===== config.mk =====
export PLATFORM = sky130hd
export DESIGN_NAME = ram_master
export DESIGN_NICKNAME = d
export VERILOG_FILES = /design/src/rtl/ram_master_pkg.sv /design/src/rtl/ram_burst_ctr.sv /design/src/rtl/ram_master.sv
export SDC_FILE = /design/constraint.sdc
export NUM_CORES = 1
export LEC_CHECK = 0
export ABC_AREA = 1
export BUFFER_PORTS_ARGS = -buffer_cell sky130_fd_sc_hd__buf_4
export CORE_UTILIZATION = 28
export DETAILED_ROUTE_END_ITERATION = 7
export PLACE_DENSITY_LB_ADDON = 0.3
export SLEW_MARGIN = 20
export SYNTH_ARGS = -nofsm -noshare
export SYNTH_HDL_FRONTEND = slang
export SYNTH_SLANG_ARGS = --single-unit

===== constraint.sdc =====
create_clock -name clk -period 1.85 [get_ports clk]
set_input_delay 0.4625 -clock clk [delete_from_list [all_inputs] [get_ports clk]]
set_output_delay 0.4625 -clock clk [all_outputs]
set_load 0.01 [all_outputs]

===== src/rtl/ram_master_pkg.sv =====
// Shared FSM encoding and default widths for the ram_master burst engine.
package ram_master_pkg;

  localparam int DEF_DATA_WIDTH = 8;
  localparam int DEF_ADDR_WIDTH = 4;
  localparam int DEF_LEN_WIDTH  = 4;

  typedef enum logic [1:0] {
    IDLE  = 2'd0,
    WRITE = 2'd1,
    READ  = 2'd2,
    DRAIN = 2'd3
  } state_t;

endpackage


===== src/rtl/ram_burst_ctr.sv =====
// Address and beat counter for one burst: loads start address and length,
// steps once per consumed beat and flags the final beat.
module ram_burst_ctr
  import ram_master_pkg::*;
#(
  parameter int ADDR_WIDTH = DEF_ADDR_WIDTH,
  parameter int LEN_WIDTH  = DEF_LEN_WIDTH
) (
  input  logic                  clk,
  input  logic                  rst,
  input  logic                  load,
  input  logic [ADDR_WIDTH-1:0] load_addr,
  input  logic [LEN_WIDTH-1:0]  load_len,
  input  logic                  inc,
  output logic [ADDR_WIDTH-1:0] addr,
  output logic                  last
);

  logic [LEN_WIDTH-1:0] beat;
  logic [LEN_WIDTH-1:0] len_q;

  // Address wraps naturally at 2^ADDR_WIDTH by truncation.
  always_ff @(posedge clk) begin
    if (rst) begin
      addr  <= '0;
      beat  <= '0;
      len_q <= '0;
    end else if (load) begin
      addr  <= load_addr;
      beat  <= '0;
      len_q <= load_len;
    end else if (inc) begin
      addr <= addr + ADDR_WIDTH'(1);
      beat <= beat + LEN_WIDTH'(1);
    end
  end

  assign last = (beat == len_q);

endmodule


===== src/rtl/ram_master.sv =====
// Burst master for a synchronous one-cycle-latency RAM.
// Optional RAM_MASTER_WRAP_ERR_EN: sticky err when a burst wraps the address space.
module ram_master
  import ram_master_pkg::*;
#(
  parameter int DATA_WIDTH = DEF_DATA_WIDTH,
  parameter int ADDR_WIDTH = DEF_ADDR_WIDTH,
  parameter int LEN_WIDTH  = DEF_LEN_WIDTH
) (
  input  logic                  clk,
  input  logic                  rst,
  input  logic                  cmd_valid,
  output logic                  cmd_ready,
  input  logic                  cmd_we,
  input  logic [ADDR_WIDTH-1:0] cmd_addr,
  input  logic [LEN_WIDTH-1:0]  cmd_len,
  input  logic [DATA_WIDTH-1:0] wr_data,
  input  logic                  wr_valid,
  output logic                  wr_ready,
  output logic [DATA_WIDTH-1:0] rd_data,
  output logic                  rd_valid,
  output logic                  busy,
  output logic                  err,
  output logic                  ram_we,
  output logic                  ram_re,
  output logic [ADDR_WIDTH-1:0] ram_addr,
  output logic [DATA_WIDTH-1:0] ram_din,
  input  logic [DATA_WIDTH-1:0] ram_dout
);

  state_t                state;
  logic                  accept;
  logic                  inc;
  logic                  last;
  logic [ADDR_WIDTH-1:0] cur_addr;
  logic                  rd_valid_q;

  assign cmd_ready = (state == IDLE) && !rst;
  assign accept    = cmd_valid && cmd_ready;
  assign inc       = ((state == WRITE) && wr_valid) || (state == READ);

  ram_burst_ctr #(
    .ADDR_WIDTH(ADDR_WIDTH),
    .LEN_WIDTH (LEN_WIDTH)
  ) u_ctr (
    .clk      (clk),
    .rst      (rst),
    .load     (accept),
    .load_addr(cmd_addr),
    .load_len (cmd_len),
    .inc      (inc),
    .addr     (cur_addr),
    .last     (last)
  );

  // rd_valid trails each READ issue cycle by one, matching the RAM read latency.
  always_ff @(posedge clk) begin
    if (rst) begin
      state      <= IDLE;
      rd_valid_q <= 1'b0;
    end else begin
      rd_valid_q <= (state == READ);
      case (state)
        IDLE: begin
          if (accept) state <= cmd_we ? WRITE : READ;
        end
        WRITE: begin
          if (wr_valid && last) state <= IDLE;
        end
        READ: begin
          if (last) state <= DRAIN;
        end
        DRAIN: begin
          state <= IDLE;
        end
        default: state <= IDLE;
      endcase
    end
  end

  assign busy     = (state != IDLE);
  assign wr_ready = (state == WRITE);
  assign ram_we   = (state == WRITE) && wr_valid;
  assign ram_re   = (state == READ);
  assign ram_addr = ((state == WRITE) || (state == READ)) ? cur_addr : '0;
  assign ram_din  = (state == WRITE) ? wr_data : '0;
  assign rd_valid = rd_valid_q;
  assign rd_data  = rd_valid_q ? ram_dout : '0;

`ifdef RAM_MASTER_WRAP_ERR_EN
  localparam int SUM_WIDTH = ((ADDR_WIDTH > LEN_WIDTH) ? ADDR_WIDTH : LEN_WIDTH) + 1;

  logic [SUM_WIDTH-1:0] burst_end;
  logic                 err_q;

  // Any carry above the address width means the burst runs past the top address.
  assign burst_end = SUM_WIDTH'(cmd_addr) + SUM_WIDTH'(cmd_len);

  always_ff @(posedge clk) begin
    if (rst) begin
      err_q <= 1'b0;
    end else if (accept && (|burst_end[SUM_WIDTH-1:ADDR_WIDTH])) begin
      err_q <= 1'b1;
    end
  end

  assign err = err_q;
`else
  assign err = 1'b0;
`endif

endmodule


**After elaboration in Yosys (flattened, before gate mapping)**

Cells that the tools add are included.

- Register bits: 15
- Input bits: 29
- Output and inout port bits: 27
- Logic and storage cells: 36

- Add/sub/neg operators: 2
- Eq/ne operators: 7
- Muxes and demuxes: 10
- Reduce and logical (&&, ||, !) cells: 12

Operators with widths:

| operator | count |
|---|---|
| $mux W8 | 2 |
| $mux W4 | 3 |
| $add A4 B1 Y4 const B | 2 |
| $mux W2 | 4 |
| $pmux W2 S4 | 1 |
| $eq A2 B2 Y1 const B | 2 |
| $eq A4 B4 Y1 | 1 |
| $logic_and A1 B1 Y1 | 4 |
| $ne A2 B1 Y1 const B | 2 |
| $reduce_bool A2 Y1 | 2 |
| $reduce_and A3 Y1 | 1 |
| $eq A2 B1 Y1 const B | 1 |
| $logic_not A2 Y1 | 1 |
| $logic_or A1 B1 Y1 | 2 |
| $ne A2 B2 Y1 const B | 1 |
| $reduce_or A2 Y1 | 1 |
| $logic_not A1 Y1 | 1 |

**Longest topological paths before layout**

- Word-level depth: 5
- Gate-level depth with buffers: 12
- Gate-level depth less buffers: 11

**Hierarchy**

From an unflattened synthesis, not the netlist that was laid out.

- Cells, all modules: 160
- Area, all modules: 1002.2 sq um

Modules (own cells, without submodules):

| module | times used | cells an instance | area an instance (sq um) | sequential area each (sq um) |
|---|---|---|---|---|
| ram_burst_ctr | 1 | 79 | 578.1 | 240.2 |
| ram_master | 1 | 81 | 424.2 | 60.1 |

**Least setup slack after synthesis**

OpenSTA, ideal clock, no wires.

- Path kind: register -> register
- From: register state[1]
- To: register u_ctr.beat[3]
- Library setup time: 0.119 ns
- Data arrival time: 1.453 ns
- Required time: 1.731 ns
- Setup slack: 0.279 ns
- Cell stages (with the launch flop): 11
- Buffers on the path: 1
- Clock period less this slack: 1.571 ns
- Path through: dfxtp_1 -> inv_1 -> ha_1 -> buf_2 -> nand2_1 -> inv_1 -> nor2_2 -> inv_1 -> nand4_1 -> o21ai_2 -> a21oi_1

- Elaborated cells on any way between the ends: 8
- Those cells by class: eq/ne: 2; reduce/logical: 6

RTL lines:

| what | RTL line | text |
|---|---|---|
| start: declaration | ram_master.sv:31 | `state_t state;` |
| start signal: assignment | ram_master.sv:65 | `if (accept) state <= cmd_we ? WRITE : READ;` |
| $eq A2 B1 Y1 | -- |  |
| via wr_ready | ram_master.sv:19 | `output logic wr_ready,` |
| $logic_and A1 B1 Y1 | ram_master.sv:40 | `assign inc = ((state == WRITE) && wr_valid) \|\| (state == READ);` |
| via ram_we | ram_master.sv:24 | `output logic ram_we,` |
| $logic_or A1 B1 Y1 | ram_master.sv:40 |  |
| end signal: assignment | ram_burst_ctr.sv:34 | `beat <= beat + LEN_WIDTH'(1);` |
| end: declaration | ram_burst_ctr.sv:19 | `logic [LEN_WIDTH-1:0] beat;` |

The timed path passes the listed nets, and every way through them passes these cells.
A chain may end at the register's enable or synchronous reset.

**Worst setup path after layout**

- From: register state[1]
- To: output port ram_din[1]

- Cells in the longest elaborated chain, start to end: 2

Ends and longest elaborated chain:

| what | RTL line | text |
|---|---|---|
| $eq A2 B1 Y1 | ram_master.sv:86 | `assign ram_din = (state == WRITE) ? wr_data : '0;` |
| $mux W8 | ram_master.sv:86 |  |
| end: declaration | ram_master.sv:27 | `output logic [DATA_WIDTH-1:0] ram_din,` |

No other way between the ends.

==> flow_summary.toml <==
[power]
power_frac_clock_pct = 11.1
p_leak_nw = 0.919
ir_worst_vdd_uv = 615
total_power_mw = 1.75
comb_power_share_pct = 61.4
p_seq_share_pct = 27.5
power_density_nw_per_um2 = 1140
switching_power_mw = 0.786
swShare_pct = 44.8
intPower_mw = 0.969

[final_layout]
fillers = 365
final_core_util_pct = 44.9
antennaDiodeCount = 0
finish.instance_area_um2 = 1530
instances_no_fill = 264
syn2layout_area_growth_pct = 49.1
nNetsFinal = 254
drive_gt1_share_pct = 36.2

[setup_path]
crit_path_start = "state[1]"
worstPathMaxFanout = 7
crit_path_end_kind = "primary output"
timing_worst_setup_path_type = "flip-flop to primary output"
r2r-end = "state[1]"
cp-endpoint = "ram_din[1]"
rrSetupSlack_ns = 0.26
startpoint_type = "flip-flop"
arrival_ns = 1.32
worstRegToRegCells = 11
cp.required_ns = 1.39
crit-reg2reg-launch = "state[1]"

[placement]
port_buffers = 54
placedCellCount = 260
dpl.hpwl_mm = 1.98
dp_slack_ns = 0.299
dpl_cell_area_um2 = 1480
gp_congestion = 0.755

[synth]
post-synth-top-count-cell = "nand2_1"
synth_xor_area_share_pct = 0.852
yosysTopAreaCell = "dfxtp_1"
ys_types = 25
synth_area_leaders = "dfxtp_1 29%, nand2_1 18%, inv_1 14%"
synth_top_family_by_area = "simple AND/OR/NAND/NOR gates"
synth_nets = 197
synth_mux_area_share_pct = 0.973
yosys_warnings = 0
synth_fa_ha_area_share_pct = 7.30
syn_area_um2 = 1030
seq_area_frac_synth_pct = 29.2
synth_top_area_share_pct = 29.2
synth-simple-area-share_pct = 29.3
async_flop_share_pct = 0
yosys-top-cells-count = "50 x nand2_1, 39 x inv_1, 15 x dfxtp_1"
synth_edf_count = 0
synth-main-ff-cell = "dfxtp_1"
syn_inst = 162
avgSynthCellArea_um2 = 6.35
ys_ff_latch = 15
synth-compound-area-share_pct = 14.4

[floorplan]
dieArea_um2 = 3920
num_rows = 21
die_h_um = 62.6
start_util_pct = 30.1
ios = 56
fp.coreArea_um2 = 3420
die_w_um = 62.6

[detailed_routing]
drt_first_pass_iters = 4
wirelength_mm = 2.48
vias = 1092
viasPerCell = 4.14
antenna_left = 0
first_iter_violations = 25
drc = 0
wire_per_inst_um = 9.40

[clocking]
cts_root_buffer = "clkbuf_4"
cts_buffers = 3
clock-sinks = 15
cts.path.max_buffers = 2
cts_hold_buf = 0
path_clk_slew_ns = 0.10
cts_max_level = 1
cts_tree = "done"
clk_latency_ns = 0.29

[sta]
rsz0062_at_grt = "yes"
clock.fmax_ghz = 0.561
finalCritPeriodShare_pct = 96.4
drv_slew = 0
period_minus_slack_ns = 1.78
setup_slack_ns = 0.0663
setup_viol = 0
finalHoldWorstSlack_ns = 0.369
clock_skew_ns = 0.00310
hold_violations = 0
tns_ns = 0

[run_status]
outcome = "finished, final reports clean"

[flow_run]
maxCapViolCount = 0

[grt]
antenna_found_initial = 0
grt-ovfl-total = 0
grt_pass1_wl_mm = 4.37
grt_pass1_vias = 1021
grt_start_max_net_pins = 10
grt_use_total_pct = 13.7

[worst_hold_path]
hp-class = "primary input to flip-flop"
min_from = "cmd_len[1]"
[cells by family (layout without fill, tap and decap cells)]
logic type      Yosys count  count (layout)
other cells               1               1
buf+inv                  45             101
flops                    15              15
xor+xnor                  1               1
mux                       1               1
compound gates           22              22
fa+ha+maj                 6               6
simple gates             71              71
[power by group through the flow]
stage	sequential (mW)	clock, mW	combinational [mW]
6_report	0.483	0.194	1.08
4_1_cts	0.475	0.203	1.04
5_1_grt	0.500	0.223	1.22
3_3_place_gp	0.481	0	1.04
3_5_place_dp	0.482	0	1.03
2_1_floorplan	0.461	0	0.687
[layout make-up]
| cell class | count | area (um2) | share of cell area (%) |
|---|---|---|---|
| Sequential cell | 15 | 303 | 19.7 |
| Clock buffer | 3 | 22.5 | 1.47 |
| Tap cell | 46 | 57.6 | 3.75 |
| Clock inverter | 1 | 5.00 | 0.326 |
| Timing Repair Buffer | 56 | 420 | 27.4 |
| Multi-Input combinational cell | 102 | 572 | 37.3 |
| Inverter | 41 | 154 | 10.0 |
[flip-flops by register name, indices dropped and copies added (netlist names)]
register,flops
u_ctr.addr,4
u_ctr.beat,4
u_ctr.len_q,4
state,2
rd_valid,1
[routing by layer]
metal / share of wire (%) / global-route usage, %
met5: 0 / 0
met3: 4.7 / 3.83
met1: 46 / 17.1
met2: 49 / 23.5
met4: 0.44 / 2.62
[cell usage in the layout (no fill, tap or decap)]
cell,n
a21oi_1,10
a21oi_2,1
a31oi_1,1
buf_4,56
clkbuf_4,3
clkinv_2,1
conb_1,1
dfxtp_1,13
dfxtp_2,2
ha_1,4
ha_4,2
inv_1,39
inv_2,2
mux2i_1,1
nand2_1,50
nand2_4,1
nand3_1,7
nand4_1,2
nor2_1,7
nor2_2,2
nor2_4,1
nor3_1,1
o21ai_0,1
o21ai_2,8
o21bai_1,1
xnor2_1,1
[repair_timing]
action,in CTS,in global routing
setup endpoints to repair,6,10
buffers inserted,0,0
resized for setup,1,4
cloned,0,0
[how the worst min path moves through the flow]
stage                          end  slack [ns]  depth (start not counted)
detailed placement  u_ctr.len_q[2]        0.48                          2
finish              u_ctr.len_q[1]        0.37                          3
global placement    u_ctr.len_q[3]        0.48                          2
floorplan           u_ctr.len_q[0]        0.46                          2
global route        u_ctr.len_q[1]        0.35                          3
CTS                 u_ctr.len_q[1]        0.36                          3
[critical path, stage by stage (launching register included)]
cell,delay [ns]
dfxtp_2,0.34
inv_1,0.16
ha_4,0.18
buf_4,0.14
nand2_1,0.05
inv_1,0.05
buf_4,0.11
No activity file was read; power rests on OpenSTA's default activity.
